===== config.mk =====
export PLATFORM = sky130hd
export DESIGN_NAME = sram_port_arbiter
export DESIGN_NICKNAME = d
export VERILOG_FILES = /design/src/rtl/sram_port_arbiter_pkg.sv /design/src/rtl/sram_rsp_slot.sv /design/src/rtl/sram_port_arbiter.sv
export SDC_FILE = /design/constraint.sdc
export NUM_CORES = 1
export LEC_CHECK = 0
export CORE_AREA = 3 3 115 117
export CTS_CLUSTER_SIZE = 12
export DETAILED_ROUTE_END_ITERATION = 10
export DIE_AREA = 0 0 118 120
export MAX_ROUTING_LAYER = met4
export PLACE_DENSITY = 0.8
export SLEW_MARGIN = 20
export SYNTH_ARGS = -nofsm -noshare
export SYNTH_HDL_FRONTEND = slang
export SYNTH_SLANG_ARGS = --single-unit

===== constraint.sdc =====
create_clock -name clock -period 4.6 [get_ports clock]
set_input_delay 0.92 -clock clock [delete_from_list [all_inputs] [get_ports clock]]
set_output_delay 0.92 -clock clock [all_outputs]
set_load 0.1 [all_outputs]

===== src/rtl/sram_port_arbiter_pkg.sv =====
// Shared types and constants for the two-requester arbiter on the sram RW port.
package sram_port_arbiter_pkg;

    localparam int BYTE_W         = 8;
    localparam int ADDR_WIDTH_DEF = 13;
    localparam int DATA_WIDTH_DEF = 32;
    localparam int NUM_WMASKS_DEF = 4;

    typedef enum logic [1:0] {
        IDLE,
        INFLIGHT,
        HOLD
    } slot_state_e;

    typedef struct packed {
        logic                      we;
        logic [NUM_WMASKS_DEF-1:0] wmask;
        logic [ADDR_WIDTH_DEF-1:0] addr;
        logic [DATA_WIDTH_DEF-1:0] wdata;
    } req_t;

endpackage


===== src/rtl/sram_rsp_slot.sv =====
// One requester's response slot: tracks a single outstanding access and
// holds read data while the response is back-pressured.
module sram_rsp_slot
    import sram_port_arbiter_pkg::*;
#(
    parameter int DATA_WIDTH = DATA_WIDTH_DEF
) (
    input  logic                  clock,
    input  logic                  reset,
    input  logic                  grant,
    input  logic                  we,
    input  logic                  rsp_ready,
    input  logic [DATA_WIDTH-1:0] sram_dout0,
    output logic                  rsp_valid,
    output logic [DATA_WIDTH-1:0] rsp_rdata,
    output logic                  eligible_base
);

    slot_state_e           r_state;
    slot_state_e           w_next;
    logic                  r_we;
    logic [DATA_WIDTH-1:0] r_hold;
    logic [DATA_WIDTH-1:0] w_live_rdata;
    logic                  w_load_hold;

    // Write acknowledgements carry zero; reads pass the macro output through.
    assign w_live_rdata = r_we ? '0 : sram_dout0;

    // NOTE: every always_comb output gets a default first so no latch is inferred.
    always_comb begin
        w_next      = r_state;
        w_load_hold = 1'b0;
        case (r_state)
            IDLE:     if (grant) w_next = INFLIGHT;
            INFLIGHT: begin
                if (rsp_ready) begin
                    w_next = grant ? INFLIGHT : IDLE;
                end else begin
                    w_next      = HOLD;
                    w_load_hold = 1'b1;
                end
            end
            HOLD:     if (rsp_ready) w_next = grant ? INFLIGHT : IDLE;
            default:  w_next = IDLE;
        endcase
    end

    // NOTE: state registers use non-blocking assignments so all flops update together.
    always_ff @(posedge clock or posedge reset) begin
        if (reset) begin
            r_state <= IDLE;
            r_we    <= 1'b0;
            r_hold  <= '0;
        end else begin
            r_state <= w_next;
            if (grant)       r_we   <= we;
            if (w_load_hold) r_hold <= w_live_rdata;
        end
    end

    always_comb begin
        rsp_valid = (r_state != IDLE);
        case (r_state)
            INFLIGHT: rsp_rdata = w_live_rdata;
            HOLD:     rsp_rdata = r_hold;
            default:  rsp_rdata = '0;
        endcase
    end

    assign eligible_base = (r_state == IDLE) | (rsp_valid & rsp_ready);

endmodule


===== src/rtl/sram_port_arbiter.sv =====
// Round-robin arbiter sharing sram RW port 0 between two valid/ready
// requesters, driving the macro's active-low controls combinationally.
module sram_port_arbiter
    import sram_port_arbiter_pkg::*;
#(
    parameter int ADDR_WIDTH = ADDR_WIDTH_DEF,
    parameter int DATA_WIDTH = DATA_WIDTH_DEF,
    parameter int NUM_WMASKS = NUM_WMASKS_DEF
) (
    input  logic                  clock,
    input  logic                  reset,
    input  logic                  req0_valid,
    output logic                  req0_ready,
    input  logic                  req0_we,
    input  logic [NUM_WMASKS-1:0] req0_wmask,
    input  logic [ADDR_WIDTH-1:0] req0_addr,
    input  logic [DATA_WIDTH-1:0] req0_wdata,
    output logic                  rsp0_valid,
    input  logic                  rsp0_ready,
    output logic [DATA_WIDTH-1:0] rsp0_rdata,
    input  logic                  req1_valid,
    output logic                  req1_ready,
    input  logic                  req1_we,
    input  logic [NUM_WMASKS-1:0] req1_wmask,
    input  logic [ADDR_WIDTH-1:0] req1_addr,
    input  logic [DATA_WIDTH-1:0] req1_wdata,
    output logic                  rsp1_valid,
    input  logic                  rsp1_ready,
    output logic [DATA_WIDTH-1:0] rsp1_rdata,
    output logic                  sram_csb0,
    output logic                  sram_web0,
    output logic [NUM_WMASKS-1:0] sram_wmask0,
    output logic [ADDR_WIDTH-1:0] sram_addr0,
    output logic [DATA_WIDTH-1:0] sram_din0,
    input  logic [DATA_WIDTH-1:0] sram_dout0
);

    logic w_base0, w_base1;
    logic w_elig0, w_elig1;
    logic w_grant0, w_grant1;
    logic r_ptr;  // 0 = req0 preferred, 1 = req1 preferred
    req_t w_req0, w_req1, w_sel;

    assign w_req0 = '{we: req0_we, wmask: req0_wmask, addr: req0_addr, wdata: req0_wdata};
    assign w_req1 = '{we: req1_we, wmask: req1_wmask, addr: req1_addr, wdata: req1_wdata};

    assign w_elig0 = req0_valid & w_base0;
    assign w_elig1 = req1_valid & w_base1;

    // Grants are suppressed while reset is held so the macro stays deselected.
    always_comb begin
        w_grant0 = 1'b0;
        w_grant1 = 1'b0;
        if (!reset) begin
            if (w_elig0 && (!w_elig1 || !r_ptr)) w_grant0 = 1'b1;
            else if (w_elig1)                    w_grant1 = 1'b1;
        end
    end

    assign req0_ready = w_grant0;
    assign req1_ready = w_grant1;

    always_ff @(posedge clock or posedge reset) begin
        if (reset)         r_ptr <= 1'b0;
        else if (w_grant0) r_ptr <= 1'b1;
        else if (w_grant1) r_ptr <= 1'b0;
    end

    assign w_sel = w_grant1 ? w_req1 : w_req0;

    always_comb begin
        sram_csb0   = 1'b1;
        sram_web0   = 1'b1;
        sram_wmask0 = '0;
        sram_addr0  = '0;
        sram_din0   = '0;
        if (w_grant0 || w_grant1) begin
            sram_csb0   = 1'b0;
            sram_web0   = ~w_sel.we;
            sram_wmask0 = w_sel.we ? w_sel.wmask : '0;
            sram_addr0  = w_sel.addr;
            sram_din0   = w_sel.wdata;
        end
    end

    sram_rsp_slot #(.DATA_WIDTH(DATA_WIDTH)) u_slot0 (
        .clock         (clock),
        .reset         (reset),
        .grant         (w_grant0),
        .we            (req0_we),
        .rsp_ready     (rsp0_ready),
        .sram_dout0    (sram_dout0),
        .rsp_valid     (rsp0_valid),
        .rsp_rdata     (rsp0_rdata),
        .eligible_base (w_base0)
    );

    sram_rsp_slot #(.DATA_WIDTH(DATA_WIDTH)) u_slot1 (
        .clock         (clock),
        .reset         (reset),
        .grant         (w_grant1),
        .we            (req1_we),
        .rsp_ready     (rsp1_ready),
        .sram_dout0    (sram_dout0),
        .rsp_valid     (rsp1_valid),
        .rsp_rdata     (rsp1_rdata),
        .eligible_base (w_base1)
    );

endmodule


After elaboration in Yosys (flattened, before gate mapping)
Index checks and enable logic that the tools add are counted.
Cells by class
  equal/unequal tests: 8
  multiplexer cells: 32
  bitwise gates (word level): 7
  reduce and logical (&&, ||, !) cells: 12
Operators with widths (count)
  $pmux W32 S2: 2
  $mux W32: 3
  $mux W50: 1
  $mux W1: 15
  $mux W13: 1
  $mux W2: 6
  $pmux W2 S3: 2
  $mux W4: 2
  $reduce_bool A2 Y1: 3
  $and A1 B1 Y1: 4
  $eq A2 B1 Y1 const B: 2
  $eq A2 B2 Y1 const B: 2
  $logic_not A2 Y1: 2
  $ne A2 B1 Y1 const B: 2
  $ne A2 B2 Y1 const B: 2
  $reduce_and A2 Y1: 2
  $logic_not A1 Y1: 2
  $logic_or A1 B1 Y1: 2
  $or A1 B1 Y1: 2
  $logic_and A1 B1 Y1: 1
  $not A1 Y1: 1
Word-level totals
  flip-flop bits (word level): 71
  output and inout bits: 119
  word-level logic and storage cells: 66

Logic depth before layout (Yosys ltp)
  depth in word-level cells: 12
  gate-level depth with buffers: 8
  mapped depth without buffers: 7

By module
A second synthesis with hierarchy kept.
Second synthesis, totals
  cells, all modules: 671
  area, all modules: 5456.5 um^2
By module, submodules not included
  sram_rsp_slot (u_slot1): times used 1, cells each 239, area an instance 2298.5 um^2, sequential area each 875.8 um^2
  sram_rsp_slot (u_slot0): times used 1, cells each 241, area an instance 2128.3 um^2, sequential area each 875.8 um^2
  sram_port_arbiter: times used 1, cells each 191, area an instance 1029.7 um^2, sequential area each 25.0 um^2

Worst setup path after synthesis
No wires, ideal clock.
  path kind: input-to-output
  start point: input port reset
  end point: output port sram_addr0[10]
  arrival time: 5.366 ns
  setup slack: -1.686 ns
  stages on the path: 4
  path buffers: 1
  path through: inv_1 -> nand2_1 -> clkbuf_1 -> a21oi_1
On the way
  longest elaborated chain between the ends: 3
RTL lines
  from (decl): line sram_port_arbiter.sv:11  | input logic reset,
  $mux W1: line sram_port_arbiter.sv:54  | if (!reset) begin
  $mux W50 / $logic_or A1 B1 Y1 (equally long branches): line sram_port_arbiter.sv:69, sram_port_arbiter.sv:77
  $mux W13 (*): line sram_port_arbiter.sv:77  | if (w_grant0 || w_grant1) begin
  to (decl): line sram_port_arbiter.sv:33  | output logic [ADDR_WIDTH-1:0] sram_addr0,
Mark *: on every way between the ends. The rest lies on a longest branch, timed or not.

Worst setup path in the final report
  start point: input port rsp0_ready
  end point: output port sram_din0[3]
On the way
  longest elaborated chain between the ends: 8
RTL lines
  from (decl): line sram_port_arbiter.sv:19  | input logic rsp0_ready,
  $and A1 B1 Y1 (*): line sram_rsp_slot.sv:70  | assign eligible_base = (r_state == IDLE) | (rsp_valid & rsp_ready);
  $or A1 B1 Y1 (*): line sram_rsp_slot.sv:70
  $and A1 B1 Y1 (*): line sram_port_arbiter.sv:47  | assign w_elig0 = req0_valid & w_base0;
  $logic_and A1 B1 Y1 (*): line sram_port_arbiter.sv:55  | if (w_elig0 && (!w_elig1 || !r_ptr)) w_grant0 = 1'b1;
  $mux W1: line sram_port_arbiter.sv:55
  $mux W1: line sram_port_arbiter.sv:54
  $mux W50 / $logic_or A1 B1 Y1 (equally long branches): line sram_port_arbiter.sv:69, sram_port_arbiter.sv:77
  $mux W32 (*): line sram_port_arbiter.sv:77
  to (decl): line sram_port_arbiter.sv:34  | output logic [DATA_WIDTH-1:0] sram_din0,
Marks and branches as above.

==> impl_metrics.env <==
export IMPL_start_kind="primary input"
export IMPL_finalCriticalPeriod_ns=3.82
export IMPL_start_util_pct=39.2
export IMPL_dr_pass1_iters=5
export IMPL_avgRoutedWirePerCell_um=18.3
export IMPL_critical_path_cell_chain="clkdlybuf4s50_1 > o21a_1 > a211o_2 > clkinv_4 > nand2_1 > a21oi_1 > buf_12"
export IMPL_numCtsBuffers=9
export IMPL_timing_final_crit_share_pct=83.0
export IMPL_powerDensity_mw_per_mm2=589
export IMPL_h_tree_depth=3
export IMPL_area_delta_synth_final_pct=69.6
export IMPL_hold_path_class="register to register"
export IMPL_place_inst=1028
export IMPL_drv_slew=0
export IMPL_syn_inst=644
export IMPL_grt_max_degree=70
export IMPL_cts_setup_buffers=0
export IMPL_max_freq_mhz=262
export IMPL_setup_viol=0
export IMPL_synth_top_family_by_area="simple AND/OR/NAND/NOR gates"
export IMPL_vias_per_cell=5.22
export IMPL_rsz0062_at_grt="no"
export IMPL_drive_gt1_share_pct=21.5
export IMPL_cap_viol_max_count=0
export IMPL_worstRegToRegCells=6
export IMPL_num_vias=5442
export IMPL_synthArstFlopShare_pct=100
export IMPL_max_slew_margin_rel_pct=30.2
export IMPL_critical_path_startpoint="rsp0_ready"
export IMPL_cp_top_family="buffers and inverters"
export IMPL_synth_area_per_cell_sq_um=7.58
export IMPL_antenna_cells=0
export IMPL_ys_seq_elements=71
export IMPL_cts_tree="built"
export IMPL_syn_area_sq_mm=0.00488
export IMPL_finalNetCount=1013
export IMPL_synth_edf_count=0
export IMPL_worst_r2r_endpoint="u_slot1.r_state[1]$_DFFE_PP0P_"
export IMPL_timing_worst_setup_path_type="primary input to output pin"
export IMPL_end_kind="output pin"
export IMPL_synth_top_area_share_pct=36.4
export IMPL_row_count=41
export IMPL_die_area_sq_mm=0.0142
export IMPL_cts_root_buf="clkbuf_16"
export IMPL_clk_latency_ns=0.33
export IMPL_synth_compound_area_share_pct=24.3
export IMPL_synth_common_cells="nand2_1, dfrtp_1, o21ai_0"
export IMPL_yosysSeqAreaShare_pct=36.4
export IMPL_synth_most_common_cell="nand2_1"
export IMPL_final_antenna_net_count=0
export IMPL_gp_congestion=0.916
export IMPL_fp_coreArea_sq_mm=0.0125
export IMPL_hold_viol_final=0
export IMPL_drc=0
export IMPL_track_usage_pct=27.1
export IMPL_worstMarginPinSlew_ns=1.05
export IMPL_path_buf_inv=3
export IMPL_crit_fanout=54
export IMPL_cts_sinks=71
export IMPL_grt_pass1_wl_um=29200
export IMPL_cpPeakStageDelay_ns=0.47
export IMPL_synthAdderAreaFrac_pct=2.05
export IMPL_dieHeight_um=120
export IMPL_io_buffers=256
export IMPL_synth_nets=790
export IMPL_ys_types=31
export IMPL_endpoint="sram_din0[3]"
export IMPL_p_leak_nw=3.42
export IMPL_hpwl_um=14400
export IMPL_yosys_most_used_dff="dfrtp_1"
export IMPL_gr_total_overflow=0
export IMPL_final_cells=1042
export IMPL_required_ns=3.68
export IMPL_yosys_area_share_simple_pct=30.3
export IMPL_wirelength_um=19100
export IMPL_synth_xor_area_share_pct=0
export IMPL_status="finished clean"
export IMPL_drtIter0Drc=496
export IMPL_chipWidth_um=118
export IMPL_synth_mux_area_share_pct=0.461
export IMPL_antenna_found_initial=0
export IMPL_synth_area_leader_cell="dfrtp_1"
export IMPL_cp_slowest_cell="clkdlybuf4s50_1"
export IMPL_power_ir_vdd_worst_mv=0.299
export IMPL_io_pins=257
export IMPL_grt_pass1_vias=5264
export IMPL_clk_path_buf_depth=2
export IMPL_synth_area_leaders="dfrtp_1, nand2_1, a22oi_1"
export IMPL_r2r_slack_ns=2.59
export IMPL_cp_depth=7
export IMPL_path_clk_slew_ns=0.05
export IMPL_arrival_ns=2.90
export IMPL_yosys_warnings=0
export IMPL_finalPower_mw=4.87
export IMPL_fin_worst_skew_ns=0.00863
export IMPL_cts_resized=0
export IMPL_rr_startpoint="u_slot1.r_state[0]$_DFFE_PP0P_"
export IMPL_cts_hold_buf=0
## layout by cell type (no fill, tap or decap), types with 13 or more instances in the layout
cell type,Yosys,routed
a21oi_2,0,33
o21ai_0,71,71
nand2_1,162,161
a21oi_1,47,13
buf_12,0,53
nand2b_1,66,64
buf_4,0,75
nor2b_1,66,65
clkdlybuf4s50_1,0,139
a22oi_1,64,64
dfrtp_1,71,71
## power breakdown
part / total [mW] / internal (mW) / switching [mW]
clock network: 0.679 / 0.426 / 0.253
logic: 3.12 / 1.02 / 2.10
registers: 1.08 / 0.888 / 0.190
## state kept, by name (all words and copies together), names as in the netlist
register         count
u_slot0.r_hold      32
u_slot1.r_state      2
r_ptr                1
u_slot0.r_we         1
u_slot1.r_hold      32
u_slot0.r_state      2
u_slot1.r_we         1
## how the worst min path moves through the flow
| stage | to | start | slack (ns) | depth (start not counted) |
|---|---|---|---|---|
| 4_1_cts | u_slot1.r_hold[17]$_DFFE_PP0P_ | u_slot1.r_hold[17]$_DFFE_PP0P_ | 0.48 | 2 |
| 6_report | u_slot1.r_hold[2]$_DFFE_PP0P_ | u_slot1.r_hold[2]$_DFFE_PP0P_ | 0.48 | 2 |
| 3_3_place_gp | u_slot1.r_hold[14]$_DFFE_PP0P_ | u_slot1.r_hold[14]$_DFFE_PP0P_ | 0.46 | 2 |
| 3_5_place_dp | u_slot0.r_hold[19]$_DFFE_PP0P_ | u_slot0.r_hold[19]$_DFFE_PP0P_ | 0.47 | 2 |
| 2_1_floorplan | u_slot0.r_hold[0]$_DFFE_PP0P_ | u_slot0.r_hold[0]$_DFFE_PP0P_ | 0.45 | 2 |
| 5_1_grt | u_slot0.r_hold[19]$_DFFE_PP0P_ | u_slot0.r_hold[19]$_DFFE_PP0P_ | 0.51 | 2 |
## logic make-up after synthesis
kind of cell             Yosys count
flip-flops                        71
multiplexers                       2
buffers and inverters             65
AO/OA/AOI/OAI                    196
AND/OR/NAND/NOR                  302
adder cells (fa/ha/maj)            8
## cell type report
cell class | instances | area, sq um
multi-input cells | 508 | 2940
well taps | 172 | 215
clock buffers | 10 | 239
inverters | 10 | 46.3
flip-flops and latches | 71 | 1780
repair buffers | 267 | 3020
fillers | 1064 | 4190
clock inverters | 4 | 47.5
## worst min-delay path, delay by kind of cell (launching register included)
| kind | cells | cell delay (ns) |
|---|---|---|
| compound gates | 1 | 0.06 |
| simple gates | 1 | 0.04 |
| flops | 1 | 0.34 |
## metal layers
layer	track usage (%)	share of wire [%]
met1	29.9	38
met4	11.2	4.0
met3	7.12	7.0
met2	46.6	51
met5	-	0
## stage by stage
| stage | cell area (sq um) | hold WS (ns) | setup WS (ns) | utilization (%) | TNS, ns |
|---|---|---|---|---|---|
| finish | 8280 | 0.478 | 0.781 | 66.4 | 0 |
| detailed placement | 7990 | 0.470 | 0.796 | 64.1 | 0 |
| floorplan | 5020 | 0.450 | -0.540 | - | -3.24 |
| global placement | 7990 | 0.461 | 0.843 | 64.1 | 0 |
| CTS | 8280 | 0.483 | 0.794 | 66.4 | 0 |
| global route | 8280 | 0.505 | 0.649 | 66.4 | 0 |
Power figures use the tool's default switching activity.
